## config.mk

```make
export PLATFORM = sky130hd
export DESIGN_NAME = instruction_fetch
export DESIGN_NICKNAME = d
export VERILOG_FILES = /design/src/rtl/instruction_fetch.sv
export SDC_FILE = /design/constraint.sdc
export NUM_CORES = 1
export LEC_CHECK = 0
export CAP_MARGIN = 20
export CORE_ASPECT_RATIO = 0.6
export CORE_UTILIZATION = 38
export CTS_CLUSTER_SIZE = 25
export DETAILED_ROUTE_END_ITERATION = 10
export PLACE_DENSITY = 0.77
export SYNTH_ARGS = -nofsm -noshare
export SYNTH_HDL_FRONTEND = slang
export SYNTH_SLANG_ARGS = --single-unit
```

## constraint.sdc

```tcl
create_clock -name clk -period 2.7 [get_ports clk]
set_input_delay 0.27 -clock clk [delete_from_list [all_inputs] [get_ports clk]]
set_output_delay 0.27 -clock clk [all_outputs]
set_load 0.02 [all_outputs]
```

## src/rtl/instruction_fetch.sv

```systemverilog
// Instruction-fetch stage: owns the PC, fetches one word per accepted
// memory handshake and loads it, with its PC+4, into the IF/ID register.
// Taken branches and jumps redirect the PC and flush IF/ID. A misaligned
// redirect target parks the stage in a sticky FAULT state until reset.
module instruction_fetch #(
  parameter logic [31:0] RESET_PC = 32'h0000_0000
) (
  input  logic        clk,
  input  logic        reset,
  input  logic        stall,
  input  logic        branch_taken,
  input  logic [31:0] branch_target,
  input  logic        jump,
  input  logic [31:0] jump_target,
  output logic        imem_req,
  output logic [31:0] imem_addr,
  input  logic        imem_ready,
  input  logic [31:0] imem_rdata,
  output logic [31:0] pc,
  output logic [31:0] if_id_instr,
  output logic [31:0] if_id_pc_plus4,
  output logic        if_id_valid,
  output logic        fetch_fault
);

  typedef enum logic {
    ST_FETCH = 1'b0,
    ST_FAULT = 1'b1
  } state_t;

  state_t      state_q;
  logic [31:0] pc_q;
  logic [31:0] instr_q;
  logic [31:0] pc_plus4_q;
  logic        valid_q;
  logic        fault_q;

  logic        redirect_d;
  logic [31:0] target_d;
  logic        misaligned_d;
  logic        handshake_d;
  logic [31:0] pc_plus4_d;

  // Request, redirect selection and PC increment. The branch comes from an
  // older instruction than the jump, so its target wins when both fire.
  always_comb begin
    imem_req     = (state_q == ST_FETCH) && !stall;
    handshake_d  = imem_req && imem_ready;
    redirect_d   = branch_taken || jump;
    target_d     = branch_taken ? branch_target : jump_target;
    misaligned_d = (target_d[1:0] != 2'b00);
    pc_plus4_d   = pc_q + 32'd4;  // wraps modulo 2^32 by construction
  end

  // Fetch FSM: redirect (faulting or not) beats stall, stall beats a
  // handshake, and a missed handshake inserts a bubble.
  always_ff @(posedge clk or posedge reset) begin
    if (reset) begin
      state_q    <= ST_FETCH;
      pc_q       <= RESET_PC;
      instr_q    <= 32'd0;
      pc_plus4_q <= 32'd0;
      valid_q    <= 1'b0;
      fault_q    <= 1'b0;
    end else begin
      case (state_q)
        ST_FETCH: begin
          if (redirect_d) begin
            // Target is loaded even when misaligned so it can be inspected.
            pc_q    <= target_d;
            valid_q <= 1'b0;
            if (misaligned_d) begin
              state_q <= ST_FAULT;
              fault_q <= 1'b1;
            end
          end else if (stall) begin
            // Hold PC and all of IF/ID, valid included.
          end else if (handshake_d) begin
            instr_q    <= imem_rdata;
            pc_plus4_q <= pc_plus4_d;
            valid_q    <= 1'b1;
            pc_q       <= pc_plus4_d;
          end else begin
            valid_q <= 1'b0;
          end
        end
        ST_FAULT: begin
          // Only reset leaves this state; everything else is ignored.
          valid_q <= 1'b0;
          fault_q <= 1'b1;
        end
        default: begin
          state_q <= ST_FAULT;
          valid_q <= 1'b0;
          fault_q <= 1'b1;
        end
      endcase
    end
  end

  // Outputs come straight from the registers with no extra logic.
  always_comb begin
    imem_addr      = pc_q;
    pc             = pc_q;
    if_id_instr    = instr_q;
    if_id_pc_plus4 = pc_plus4_q;
    if_id_valid    = valid_q;
    fetch_fault    = fault_q;
  end

endmodule

```

==> metrics.md <==
| Metric | Value |
|---|---|
| Global-route wire length before repair | 25560 um |
| P_leak | 3.186 nW |
| WL/cell | 18.41 um |
| Max cap viols | 0 |
| Row cnt | 32 |
| Flop pwr share | between 40% and 50% |
| PortBufs | between 200 and 250 |
| Max Fanout on Critical Path | 9 |
| # resized after CTS | 0 |
| Wirelength, routed | 16200 um |
| CP max stage cell | nor4_1 |
| Final Hold Fails | 0 |
| DR vias/cell | about 5.5 |
| Startpoint type of the worst setup path | flip-flop |
| RSZ-0062 raised after global routing | no |
| GRT Util Overall | roughly a quarter |
| Post-Synthesis Cells | slightly above 500 |
| Initial DRC count | 282 |
| Ys async rst share | between 90% and 100% |
| Count of unique library cells instantiated by Yosys | 55 |
| Slew Limit Headroom | 34.52% |
| Grt met1 use | 31.97% |
| Die width | 152.9 um |
| Layout cell share with drive strength beyond 1 | 11.13% |
| Final-report max-slew violation count | 0 |
| Die Y | 92.54 um |
| Synth Area in Compound Gates | between 10% and 20% |
| Total negative slack | 0 ns |
| Total gr overflow | 0 |
| Pwr/cell area | 588.1 mW/mm2 |
| Clock share of power | 29.8% |
| Max incr delay on CP | 0.69 ns |
| Status | finished, final reports clean |
| Sequential fraction of the synthesis area | about 48% |
| FMAX | 414.1 MHz |
| HP Class | input port to async pin |
| Post-synthesis mux area share | 7.785% |
| Reported net switching power | 0.001474 W |
| GR Util met2 | roughly 37% |
| P&R area growth vs syn | 49.41% |
| Minimum clock period | roughly 2.4 ns |
| # setup viols final | 0 |
| Hold Buf Count CTS | 0 |
| Switching part of the total | about a third |
| Met3 Use GR | 5.943% |
| # DRC | 0 |
| Post-DP HPWL | 11670 um |
| Post-CTS setup buffers | 0 |
| Worst setup path start | imem_addr[5] |
| Reg2Reg Launch Point | imem_addr[5] |
| Mapped Nets | 618 |
| CTS root buf | clkbuf_16 |
| Post-Synth Adder-Cell Area | less than 1% |
| GRT busiest layer | met2 |
| Vias | 4803 |
| WP data required | 2.92 ns |
| Largest net degree at the start of global routing | 100 |
| Final #Nets | 808 |
| Core area | between 0.01 and 0.015 mm2 |
| Synth Warn # | 0 |
| Post-synth top flop | dfrtp_1 |
| Final Skew | 0.008888 ns |
| Xor/xnor share of the synthesized area | 4.724% |
| P_int | 0.003088 W |
| TritonCTS clock tree | yes |
| Worst hold slack | 0.4158 ns |
| Global placement routability congestion | 0.8116 |
| Main combinational cell family by area after synthesis | compound AO/OA/AOI/OAI gates |
| Worst Path Arrival | approximately 2.6 ns |
| Synth Area in Simple Gates | 12.56% |
| CTS buffer count | 9 |
| CP Capture Type | flip-flop |
| Clk sink count | 99 |
| Initial core utilization | 39.65% |
| Vias in the first global route | 4711 |
| Yosys reg bits | 99 |
| Synthesized cell area | 0.005191 mm2 |
| Power share of the combinational group | between 20% and 30% |
| EDFF count, synth | 0 |
| Avg Cell Area, Syn | 10.08 um2 |
| H-tree lvl count | 3 |
| Max Root-Sink Buffers | 2 |
| Die area | 0.01415 mm2 |
| Skew-Pair Late Insertion Delay | 0.34 ns |
| CP Cell Sequence | nand4_2 > nor4_1 > nand4_1 > o311ai_0 |
| Critical path class | flip-flop to flip-flop |
| Worst vdd ir | 0.3275 mV |
| Worst-Margin Slew | 0.9822 ns |
| Fin crit share | between 80% and 90% |
| Antenna Nets Post-Route | 0 |
| Initial antenna violation count | 0 |
| Diodes inserted | 0 |
| Ports | approximately 230 |
| Pre-antenna DRT Iters | 5 |
| Clock-pin slew on the worst setup and hold paths | ~0.070 ns |
-- state kept, by name, summed over array words and instances (netlist names) --
register / flops
if_id_instr: 32
if_id_pc_plus4: 32
imem_addr: 32
fetch_fault: 1
if_id_valid: 1
state_q: 1
-- cell type report --
class,count,area (um2)
fill,1106,5336
sequential,99,2477
timing repair buffer,245,2427
multi-input combinational,336,2270
clock buffer,12,256.5
tap,170,212.7
clock inverter,4,56.30
inverter,14,56.30
-- stage by stage --
step	setup WS, ns	cells	util, %	total power [W]	instance area [um2]
after floorplan	0.6732	515	-	0.002601	5195
after global placement	0.4159	864	56.85	0.003197	7443
after detailed placement	0.3155	864	56.85	0.003230	7443
after CTS	0.3161	880	59.24	0.004602	7756
after global routing	0.1402	880	59.24	0.004761	7756
final	0.2851	880	59.24	0.004561	7756
-- power groups by stage --
stage / registers [W] / clock network [W] / logic (W)
2_1_floorplan: 0.00198 / 0 / 0.000620
3_3_place_gp: 0.00188 / 0 / 0.00132
3_5_place_dp: 0.00189 / 0 / 0.00134
4_1_cts: 0.00186 / 0.00139 / 0.00135
5_1_grt: 0.00189 / 0.00145 / 0.00142
6_report: 0.00186 / 0.00136 / 0.00134
-- cell usage after synthesis (all sizes together), types with 11 or more instances --
master / count / area share, %
a21oi: 17 / 1.6
a22oi: 13 / 1.9
buf: 42 / 6.0
clkbuf: 24 / 1.8
dfrtp: 99 / 48
inv: 14 / 1.0
mux2: 35 / 7.6
nand2: 47 / 3.4
nand3: 11 / 1.3
nor2: 25 / 1.9
o21ai: 67 / 6.5
xnor2: 17 / 2.9
xor2: 11 / 1.9
-- routing by layer --
| metal | up-vias | share of wire, % | wire length, um |
|---|---|---|---|
| li1 | 2201 | - | - |
| met1 | 2354 | 45 | 7350 |
| met2 | 231 | 45 | 7317 |
| met3 | 17 | 8.2 | 1328 |
| met4 | 0 | 1.3 | 204 |
| met5 | - | 0 | 0 |
-- cells in the final DEF, fill, tap and decap left out, types with 2 or more instances in the layout --
master / n
clkbuf_8: 2
nor4_2: 2
nand2_1: 46
a221oi_1: 3
clkbuf_16: 9
a211oi_1: 5
o22ai_1: 7
a221o_1: 2
inv_1: 12
dfrtp_1: 99
inv_6: 2
a222oi_1: 6
a21oi_1: 16
and3_1: 7
clkdlybuf4s50_1: 231
a22o_1: 5
o311ai_0: 2
nand3_1: 10
nor4_1: 4
nor2_1: 24
o31ai_1: 2
nor3_1: 4
o31a_1: 7
mux2_2: 34
and4_1: 2
xor2_1: 11
o2bb2ai_1: 7
a21o_1: 3
xnor2_1: 17
buf_4: 12
nand4_1: 9
a22oi_1: 13
o21ai_0: 66
-- final timing paths --
path / to / slack, ns / cells past startpoint
worst max-delay path: imem_addr[29] / 0.29 / 4
worst min-delay path: if_id_pc_plus4[9] / 0.42 / 3
worst max register to register: imem_addr[29] / 0.29 / 4
worst min register to register: fetch_fault / 0.48 / 1
max in group asynchronous: imem_addr[30] / 1.81 / 3
min in group clk: imem_addr[6] / 0.45 / 5
-- kinds of logic after synthesis --
group / after synthesis
mux: 36
xor+xnor: 28
compound gates: 148
simple gates: 123
buf+inv: 80
fa+ha+maj: 1
flops: 99
-- worst max-delay path: cells and delay by family, from the launching register on --
family | cells | cell delay [ns]
simple gates | 3 | 1.33
flops | 1 | 0.58
compound gates | 1 | 0.38
Note: power is estimated with default switching activity, not from simulation.
